**src/rtl/bfc_hash_feeder_if.sv**
```systemverilog
// Byte-stream handshake and counter-strobe bundle for the Bloom-filter hash feeder.
interface bfc_hash_feeder_if #(
  parameter int unsigned DEPTH = 4
) ();
  localparam int unsigned LevelW = $clog2(DEPTH) + 1;

  logic              in_valid;
  logic              in_ready;
  logic [7:0]        in_data;
  logic              flush;
  logic              out_enable;
  logic [7:0]        out_data;
  logic              out_clear;
  logic [LevelW-1:0] fifo_level;

  // Upstream / test side drives bytes and flush, observes everything else.
  modport master (
    output in_valid,
    output in_data,
    output flush,
    input  in_ready,
    input  out_enable,
    input  out_data,
    input  out_clear,
    input  fifo_level
  );

  // Feeder side.
  modport slave (
    input  in_valid,
    input  in_data,
    input  flush,
    output in_ready,
    output out_enable,
    output out_data,
    output out_clear,
    output fifo_level
  );
endinterface

```
**src/rtl/bfc_hash_feeder.sv**
```systemverilog
// Bloom-filter hash feeder: buffers bytes in a small FIFO, hashes each popped byte to a
// 4-bit filter index and issues one strobe per cycle, with a one-cycle clear every WINDOW items.
module bfc_hash_feeder #(
  parameter int unsigned DEPTH  = 4,
  parameter int unsigned WINDOW = 256,
  parameter logic [7:0]  SEED   = 8'hA5
) (
  input logic              clk,
  input logic              reset,
  bfc_hash_feeder_if.slave bus
);
  localparam int unsigned     PtrW    = $clog2(DEPTH);
  localparam int unsigned     LevelW  = PtrW + 1;
  localparam logic [LevelW-1:0] DepthL  = LevelW'(DEPTH);
  localparam logic [15:0]     WindowL = 16'(WINDOW);

  typedef enum logic [0:0] {StRun, StClear} state_e;

  logic [7:0]        mem_q [DEPTH];
  logic [PtrW-1:0]   wr_ptr_q, wr_ptr_d;
  logic [PtrW-1:0]   rd_ptr_q, rd_ptr_d;
  logic [LevelW-1:0] level_q, level_d;
  logic [15:0]       win_cnt_q, win_cnt_d;
  state_e            state_q, state_d;
  logic              out_enable_q, out_enable_d;
  logic              out_clear_q, out_clear_d;
  logic [7:0]        out_data_q, out_data_d;
  logic              in_ready;
  logic              push;
  logic              pop;
  logic              win_hit;
  logic [3:0]        pop_idx;

  // Pre-whiten, fold with a 3-bit rotation, then xor the nibbles together.
  function automatic logic [3:0] hash_idx(input logic [7:0] d);
    logic [7:0] x;
    logic [7:0] y;
    x = d ^ SEED;
    y = {x[4:0], x[7:5]} ^ x;
    return y[3:0] ^ y[7:4];
  endfunction

  // Handshake qualifiers; in_ready follows the registered level only (no pop bypass).
  always_comb begin
    in_ready = !bus.flush && (level_q < DepthL);
    push     = bus.in_valid && in_ready;
    pop      = (state_q == StRun) && (level_q != '0) && !bus.flush;
    win_hit  = (win_cnt_q + 16'd1) == WindowL;
    pop_idx  = hash_idx(mem_q[rd_ptr_q]);
  end

  // FIFO storage; contents need no reset because the level gates every read.
  always_ff @(posedge clk) begin
    if (push) begin
      mem_q[wr_ptr_q] <= bus.in_data;
    end
  end

  // FIFO pointer and occupancy next-state; flush empties the buffer outright.
  always_comb begin
    wr_ptr_d = wr_ptr_q;
    rd_ptr_d = rd_ptr_q;
    level_d  = level_q;
    if (bus.flush) begin
      wr_ptr_d = '0;
      rd_ptr_d = '0;
      level_d  = '0;
    end else begin
      if (push) begin
        wr_ptr_d = wr_ptr_q + PtrW'(1);
      end
      if (pop) begin
        rd_ptr_d = rd_ptr_q + PtrW'(1);
      end
      unique case ({push, pop})
        2'b10:   level_d = level_q + LevelW'(1);
        2'b01:   level_d = level_q - LevelW'(1);
        default: level_d = level_q;
      endcase
    end
  end

  // FIFO pointer and occupancy registers.
  always_ff @(posedge clk or posedge reset) begin
    if (reset) begin
      wr_ptr_q <= '0;
      rd_ptr_q <= '0;
      level_q  <= '0;
    end else begin
      wr_ptr_q <= wr_ptr_d;
      rd_ptr_q <= rd_ptr_d;
      level_q  <= level_d;
    end
  end

  // FSM state register.
  always_ff @(posedge clk or posedge reset) begin
    if (reset) begin
      state_q <= StRun;
    end else begin
      state_q <= state_d;
    end
  end

  // FSM next state; a flush during CLEAR returns to RUN so only one clear pulse results.
  always_comb begin
    state_d = state_q;
    unique case (state_q)
      StRun: begin
        if (bus.flush || (pop && win_hit)) begin
          state_d = StClear;
        end
      end
      StClear: state_d = StRun;
      default: state_d = StRun;
    endcase
  end

  // FSM outputs and window count next state; outputs are registered one cycle later.
  always_comb begin
    out_enable_d = 1'b0;
    out_data_d   = out_data_q;
    out_clear_d  = (state_q == StClear);
    win_cnt_d    = win_cnt_q;
    if (bus.flush || (state_q == StClear)) begin
      win_cnt_d = '0;
    end else if (pop) begin
      win_cnt_d = win_cnt_q + 16'd1;
    end
    if (pop) begin
      out_enable_d = 1'b1;
      out_data_d   = {4'b0000, pop_idx};
    end
  end

  // Registered strobes, data and window count.
  always_ff @(posedge clk or posedge reset) begin
    if (reset) begin
      out_enable_q <= 1'b0;
      out_clear_q  <= 1'b0;
      out_data_q   <= '0;
      win_cnt_q    <= '0;
    end else begin
      out_enable_q <= out_enable_d;
      out_clear_q  <= out_clear_d;
      out_data_q   <= out_data_d;
      win_cnt_q    <= win_cnt_d;
    end
  end

  assign bus.in_ready   = in_ready;
  assign bus.out_enable = out_enable_q;
  assign bus.out_data   = out_data_q;
  assign bus.out_clear  = out_clear_q;
  assign bus.fifo_level = level_q;

endmodule

```
**src/flat_wrapper.sv**
```systemverilog
// flat-port wrapper written by rule: the top's interface ports become plain ports
module bfc_hash_feeder_flat 
#(
  parameter int unsigned DEPTH  = 4,
  parameter int unsigned WINDOW = 256,
  parameter logic [7:0]  SEED   = 8'hA5
)
  (clk, reset, bus_in_valid, bus_in_data, bus_flush, bus_in_ready, bus_out_enable, bus_out_data, bus_out_clear, bus_fifo_level);
  bfc_hash_feeder_if #(.DEPTH(DEPTH)) bus_i ();
  input logic clk;
  input logic reset;
  input wire logic [$bits(bus_i.in_valid)-1:0] bus_in_valid;
  input wire logic [$bits(bus_i.in_data)-1:0] bus_in_data;
  input wire logic [$bits(bus_i.flush)-1:0] bus_flush;
  output wire logic [$bits(bus_i.in_ready)-1:0] bus_in_ready;
  output wire logic [$bits(bus_i.out_enable)-1:0] bus_out_enable;
  output wire logic [$bits(bus_i.out_data)-1:0] bus_out_data;
  output wire logic [$bits(bus_i.out_clear)-1:0] bus_out_clear;
  output wire logic [$bits(bus_i.fifo_level)-1:0] bus_fifo_level;
  assign bus_i.in_valid = bus_in_valid;
  assign bus_i.in_data = bus_in_data;
  assign bus_i.flush = bus_flush;
  assign bus_in_ready = bus_i.in_ready;
  assign bus_out_enable = bus_i.out_enable;
  assign bus_out_data = bus_i.out_data;
  assign bus_out_clear = bus_i.out_clear;
  assign bus_fifo_level = bus_i.fifo_level;
  bfc_hash_feeder #(.DEPTH(DEPTH), .WINDOW(WINDOW), .SEED(SEED)) u_core (.clk(clk), .reset(reset), .bus(bus_i));
endmodule
```
**config.mk**
```make
export PLATFORM = sky130hd
export DESIGN_NAME = bfc_hash_feeder_flat
export DESIGN_NICKNAME = d
export VERILOG_FILES = /design/src/rtl/bfc_hash_feeder_if.sv /design/src/rtl/bfc_hash_feeder.sv /design/src/flat_wrapper.sv
export SDC_FILE = /design/constraint.sdc
export NUM_CORES = 1
export LEC_CHECK = 0
export CAP_MARGIN = 5
export CORE_MARGIN = 4
export CORE_UTILIZATION = 53
export CTS_CLUSTER_SIZE = 40
export DETAILED_ROUTE_END_ITERATION = 12
export PLACE_DENSITY = 0.79
export SKIP_CTS_REPAIR_TIMING = 1
export SLEW_MARGIN = 0
export SYNTH_ARGS = -nofsm -noshare
export SYNTH_HDL_FRONTEND = slang
export SYNTH_SLANG_ARGS = --single-unit
```
**constraint.sdc**
```tcl
create_clock -name clk -period 2.6 [get_ports clk]
set_input_delay 0.26 -clock clk [delete_from_list [all_inputs] [get_ports clk]]
set_output_delay 0.26 -clock clk [all_outputs]
set_load 0.01 [all_outputs]
```
==> reports/results.tsv, run 1 <==
stage	metric	value	unit
status	status	complete, no violations	
synth	ys_seq_area_share	57.2	%
drt	dr.pass1.iters	4	
floorplanning	ios	26	
floorplanning	die_y	83.1	µm
clock_network	cts_tree	done	
pwr	powerDensity	794	nW/µm²
synth	synth_edf_count	32	
drt	routed_wl	5010	µm
synth	syn_area	2990	µm²
cells_and_area	fillers	412	
global_route	grt_usage	15.6	%
drt	wl_per_cell	14.7	µm
drt	drt_iter0_drc	149	
global_route	busiest_layer	met2	
clock_network	clock_path_buffers	2	
worst_setup_path	rr_endpoint	u_core.bus.fifo_level[2]	
synth	synth_seq_cells	62	
timing	max_freq	458	MHz
clock_network	clock-sinks	62	
cells_and_area	final_cell_mix	edfxtp_1 (32), dfrtp_1 (30), xnor2_1 (23)	
drt	ant_nets	0	
cells_and_area	drive_gt1_share	11.9	%
timing	hold_viol	0	
synth	synthArstFlopShare	48.4	%
synth	syn_area_per_cell	12.5	µm²
global_route	antenna_found_initial	0	
timing	period_share	83.9	%
placement	place_congestion	0.877	
global_route	grt_pass1_wl	8510	µm
timing	grt_setup_unrepaired	no	
hold_path	hold_path_class	input pin to asynchronous set/reset pin	
worst_setup_path	end_kind	flop	
timing	skew	5.93	ps
timing	worst_pin_slew	602	ps
global_route	use_met2	23.9	%
drt	drc_errors	0	
clock_network	clkTransAtPathRegs	70	ps
floorplanning	die_w	83.1	µm
timing	slew-limit-headroom	59.8	%
global_route	grt.overflow.total	0	
global_route	grt_use_met3	4.86	%
worst_setup_path	crit_fanout	7	
cells_and_area	diodes	0	
cells_and_area	final_common_cell	edfxtp_1	
worst_setup_path	crit_path_start_kind	flop	
worst_setup_path	cp.arrival	2430	ps
timing	slew_violations	0	
worst_setup_path	required	2850	ps
pwr	p_leak	1.29	nW
flow_run	maxCapViolCount	0	
clock_network	insertion_delay	330	ps
drt	dr_total_vias	1879	
global_route	gr-usage-met1	20.8	%
placement	port_buffers	21	
clock_network	htree_levels	3	
floorplanning	core	5510	µm²
synth	synthCells	239	
global_route	grt_max_degree	31	
cells_and_area	layout.nets	282	
timing	setup_tns	0	ps
clock_network	cts_buffers	9	
cells_and_area	multi_input_area	1180	µm²
pwr	ir_drop	0.000551	V
worst_setup_path	reg2reg_from	u_core.bus.fifo_level[0]	
worst_setup_path	rr_worst_depth	7	
cells_and_area	seq_area	1710	µm²
timing	min_period	2180	ps
placement	dp_hpwl	3490	µm
drt	vias_per_cell	5.51	
floorplanning	start_util	54.4	%
synth	ys_warn_count	0	
floorplanning	rows	27	
global_route	grt_pass1_vias	1767	
cells_and_area	syn2layout_area_growth	14.3	%
synth	synth_ff_type	edfxtp_1	
floorplanning	die_area	6910	µm²
synth	ys_types	50	
timing	hold_ws	296	ps
timing	setup_viol	0	
clock_network	cts-root-buf	clkbuf_8	
worst_setup_path	worstSetupPathType	flop to flop	
worst_setup_path	reg2reg_slack	420	ps
registers in the layout, summed over array words and instances, names as in the netlist:
register               cells
u_core.rd_ptr_q            2
u_core.bus.out_enable      1
u_core.bus.out_data        4
u_core.bus.fifo_level      3
u_core.wr_ptr_q            2
u_core.bus.out_clear       1
u_core.win_cnt_q          16
u_core.mem_q              32
u_core.out_clear_d         1
metal layers:
| layer | routed length [µm] | vias up |
|---|---|---|
| met4 | 91 | 0 |
| met2 | 2320 | 39 |
| met1 | 2390 | 920 |
| li1 | - | 908 |
| met3 | 207 | 12 |
| met5 | 0 | - |
cell type report:
cell class	count	share of cell area, %
Clock inverter	7	1.90
Clock buffer	9	3.62
Sequential cell	62	50.0
Multi-Input combinational cell	161	34.4
Inverter	6	0.658
Tap cell	72	2.63
Timing Repair Buffer	24	6.80
through the flow:
| stage | worst slack, ps | utilization [%] | cells | cell area (µm²) | power (mW) |
|---|---|---|---|---|---|
| floorplan | 313 | - | 242 | 3000 | 1.71 |
| global placement | 382 | 58.7 | 325 | 3230 | 1.92 |
| detailed placement | 337 | 58.7 | 325 | 3230 | 1.94 |
| CTS | 402 | 62.1 | 341 | 3420 | 2.74 |
| global route | 247 | 62.1 | 341 | 3420 | 2.87 |
| finish | 419 | 62.1 | 341 | 3420 | 2.72 |
worst max-delay path by stage:
stage / start / to / slack [ps] / cells after the start
floorplan: u_core.bus.fifo_level[0] / u_core.bus.fifo_level[2] / 310 / 9
global placement: bus_flush / u_core.bus.fifo_level[2] / 380 / 8
detailed placement: bus_flush / u_core.bus.fifo_level[2] / 340 / 8
CTS: u_core.bus.fifo_level[2] / u_core.bus.fifo_level[2] / 400 / 7
global route: u_core.bus.fifo_level[2] / u_core.bus.fifo_level[2] / 250 / 7
finish: u_core.bus.fifo_level[0] / u_core.bus.fifo_level[2] / 420 / 7
Yosys cell counts, types with 2 or more instances:
cell type,count,area [µm²]
dfrtp_1,30,751
nor4b_2,2,30.0
nor3b_1,2,15.0
clkbuf_1,2,7.51
or3_1,2,12.5
nand4_1,9,56.3
o31ai_1,2,15.0
nor4_1,2,12.5
a22o_1,2,17.5
a31oi_1,2,12.5
inv_1,5,18.8
a21oi_1,5,25.0
buf_2,3,15.0
edfxtp_1,32,961
xnor2_1,23,201
ha_1,5,62.6
nor2_1,21,78.8
xor2_1,9,78.8
nor3_1,6,30.0
nand2_1,17,63.8
o21ai_1,3,15.0
a21o_1,2,15.0
buf_6,3,33.8
o21ai_0,2,10.0
nand3_1,8,40.0
and4_1,2,17.5
mux4_2,6,135
and3_1,6,37.5
buf_4,5,37.5
critical path: stages, from the launching register on:
cell      delay [ps]
dfrtp_1          470
or3_1            510
nand2b_1         150
a21oi_1           60
fa_1             410
nor4_1           270
a31oi_1           60
a21oi_1          160
where the power goes:
| part | total [mW] | internal [mW] | switching, mW |
|---|---|---|---|
| clock network | 0.802 | 0.433 | 0.369 |
| registers | 1.25 | 1.14 | 0.108 |
| logic | 0.670 | 0.325 | 0.344 |
kinds of logic (layout without fill, tap and decap cells):
group	after synthesis	after routing	share of synthesized area, %
AOI/OAI and AO/OA	22	22	4.81
xor gates and xnor gates	32	32	9.36
muxes	7	7	4.85
buffers and inverters	19	46	3.89
DFF	62	62	57.2
and+or+nand+nor	90	90	17.0
other	1	4	0.125
adders and majority gates	6	6	2.76
No activity file was read; power rests on OpenSTA's default activity.
==> run 2: changes to the inputs <==
--- a/config.mk
+++ b/config.mk
@@ -7,10 +7,10 @@
 export LEC_CHECK = 0
 export CAP_MARGIN = 5
 export CORE_MARGIN = 4
-export CORE_UTILIZATION = 53
+export CORE_UTILIZATION = 52
 export CTS_CLUSTER_SIZE = 40
 export DETAILED_ROUTE_END_ITERATION = 12
-export PLACE_DENSITY = 0.79
+export PLACE_DENSITY = 0.81
 export SKIP_CTS_REPAIR_TIMING = 1
 export SLEW_MARGIN = 0
 export SYNTH_ARGS = -nofsm -noshare
==> constraint.sdc (replaced) <==
create_clock -name clk -period 1.8 [get_ports clk]
set_input_delay 0.18 -clock clk [delete_from_list [all_inputs] [get_ports clk]]
set_output_delay 0.18 -clock clk [all_outputs]
set_load 0.01 [all_outputs]
==> run 2 against run 1 <==
Via count grew 7.5%. Maximum frequency grew 23%. Clock skew grew 1.6 ps. Critical endpoint unchanged. Combinational power grew 96%. Highest routed layer unchanged. Register-to-register slack lost 400 ps.
==> reports/results.tsv, run 2 (synthesis results as in run 1) <==
stage	metric	value	unit	change
worst_setup_path	worstSetupPathType	flop to flop		
placement	placed_cell_area	3540	µm²	+9.6%
worst_setup_path	end_kind	flop		
worst_setup_path	crit_path_start_kind	flop		
timing	setup_viol	0		unchanged
cells_and_area	regMostFlops	u_core.mem_q		
drt	wl_per_cell	14.6	µm	-0.25%
worst_setup_path	rr_worst_depth	7		unchanged
cells_and_area	diodes	0		unchanged
pwr	p_clk_share	27.3	%	-2.2 points
timing	slew_violations	0		unchanged
cells_and_area	stdcell_count	373		+9.4%
global_route	grt.overflow.total	0		unchanged
drt	dr.pass1.iters	4		unchanged
pwr	seqPwrFrac	41.3	%	-4.5 points
worst_setup_path	crit_fanout	3		-4
worst_setup_path	cp.arrival	2050	ps	-380 ps
cells_and_area	fillers	412		unchanged
worst_setup_path	required	2070	ps	-780 ps
timing	min_period	1780	ps	-403 ps
flow_run	maxCapViolCount	0		unchanged
drt	drt_iter0_drc	130		-13%
cells_and_area	finalInstanceArea	3750	µm²	+9.7%
hold_path	hold_path_class	input pin to asynchronous set/reset pin		
global_route	grt_max_degree	31		unchanged
floorplanning	die_y	83.9	µm	+0.87%
pwr	internal-power	2.85	mW	+50%
drt	vias_per_cell	5.41		-1.8%
drt	drc_errors	0		unchanged
cells_and_area	final_common_cell	edfxtp_1		
global_route	grt_usage	17.4	%	+1.8 points
floorplanning	start_util	54.0	%	-0.33 points
placement	dp_hpwl	3970	µm	+14%
floorplanning	die_area	7030	µm²	+1.7%
placement	dp_cells	356		+9.5%
cells_and_area	syn2layout_area_growth	25.5	%	
timing	layout_setup_ws	21.9	ps	-397 ps
timing	max_freq	562	MHz	+23%
drt	dr_total_vias	2019		+7.5%
timing	skew	7.57	ps	+1.64 ps
drt	ant_nets	0		unchanged
global_route	grt_pass1_wl	9560	µm	+12%
pwr	ir_drop	0.000640	V	+16%
drt	routed_wl	5460	µm	+9.1%
floorplanning	rows	27		unchanged
floorplanning	core	5540	µm²	+0.61%
global_route	antenna_found_initial	0		unchanged
pwr	p_leak	1.48	nW	+15%
cells_and_area	largest_reg_flops	32		unchanged
cells_and_area	multi_input_area	1200	µm²	+2.3%
timing	hold_viol	0		unchanged
cells_and_area	seq_area	1710	µm²	+0.15%
cells_and_area	drive_gt1_share	24.6	%	+13 points
status	status	complete, no violations		
timing	grt_setup_unrepaired	yes		
clock_network	insertion_delay	350	ps	+20 ps
pwr	powerDensity	1110	nW/µm²	+40%
placement	port_buffers	21		unchanged
clock_network	clkTransAtPathRegs	80	ps	about the same
clock_network	cts-root-buf	clkbuf_8		
placement	pre_cts_ws	-84.6	ps	-421 ps
cells_and_area	final_cell_mix	edfxtp_1 (32), buf_4 (30), dfrtp_1 (28)		
clock_network	htree_levels	3		unchanged
cells_and_area	layout.nets	314		+11%
pwr	switchingPower	1.33	mW	+61%
timing	period_share	98.8	%	+15 points
floorplanning	ios	26		unchanged
global_route	grt_pass1_vias	2003		+13%
timing	setup_tns	0	ps	unchanged
clock_network	cts_buffers	9		unchanged
clock_network	clock-sinks	62		unchanged
floorplanning	die_w	83.9	µm	+0.87%
pwr	swShare	31.8	%	+1.5 points
pwr	combPwrFrac	31.4	%	+6.8 points
placement	place_congestion	0.841		-4.1%
clock_network	cts_tree	done		
clock_network	clock_path_buffers	2		unchanged
-- run 2: cell types whose count changed in the layout (fill, tap and decap cells not counted), moves of 2 or more --
cell	before	now
inv_6	0	4
buf_4	3	30
dfrtp_2	0	2
buf_12	0	5
dfrtp_1	30	28
clkinv_1	2	0
clkinvlp_4	3	1
-- run 2: worst max-delay path: stages, from the launching register on --
cell and delay (ps):
dfrtp_2 410, or3_4 400, nand2b_4 100, a21oi_2 40, fa_2 370, nor4_2 150
a31oi_1 60, a21oi_1 160
-- run 2: through the flow --
step	utilization (%)	hold WS [ps]	total power, mW
after floorplan	-	271	2.54
after global placement	64.0	457	2.99
after detailed placement	64.0	466	3.04
after CTS	67.3	216	4.19
after global routing	67.8	248	4.43
final	67.8	211	4.17
-- run 2: path summary, 6_finish.rpt --
| kind | from | to | slack, ps |
|---|---|---|---|
| max | u_core.bus.fifo_level[2] | u_core.bus.fifo_level[2] | 20 |
| min | reset | u_core.bus.out_data[0] | 210 |
| max reg2reg | u_core.bus.fifo_level[2] | u_core.bus.fifo_level[2] | 20 |
| min reg2reg | u_core.bus.out_data[3] | u_core.bus.out_data[3] | 480 |
| max in group asynchronous | reset | u_core.bus.fifo_level[0] | 1280 |
| min in group clk | bus_in_data[1] | u_core.mem_q[0][1] | 470 |
-- run 2: final cells by class --
cell class,count,share of cell area [%]
clock buffer,9,3.30
timing repair buffer,56,14.3
inverter,6,0.600
sequential,62,45.7
multi-input combinational,161,32.1
clock inverter,7,1.67
tap,72,2.40
-- run 2: routing by layer --
| layer | GRT usage (%) | routed length (µm) |
|---|---|---|
| met5 | 0 | 0 |
| met4 | 6.43 | 75 |
| met3 | 6.12 | 335 |
| met2 | 27.0 | 2680 |
| met1 | 22.7 | 2370 |
-- run 2: power groups by stage --
stage	Combinational, mW	Clock [mW]	Sequential, mW
2_1_floorplan	0.723	0	1.81
3_3_place_gp	1.24	0	1.75
3_5_place_dp	1.29	0	1.75
4_1_cts	1.30	1.17	1.72
5_1_grt	1.44	1.26	1.74
6_report	1.31	1.14	1.72
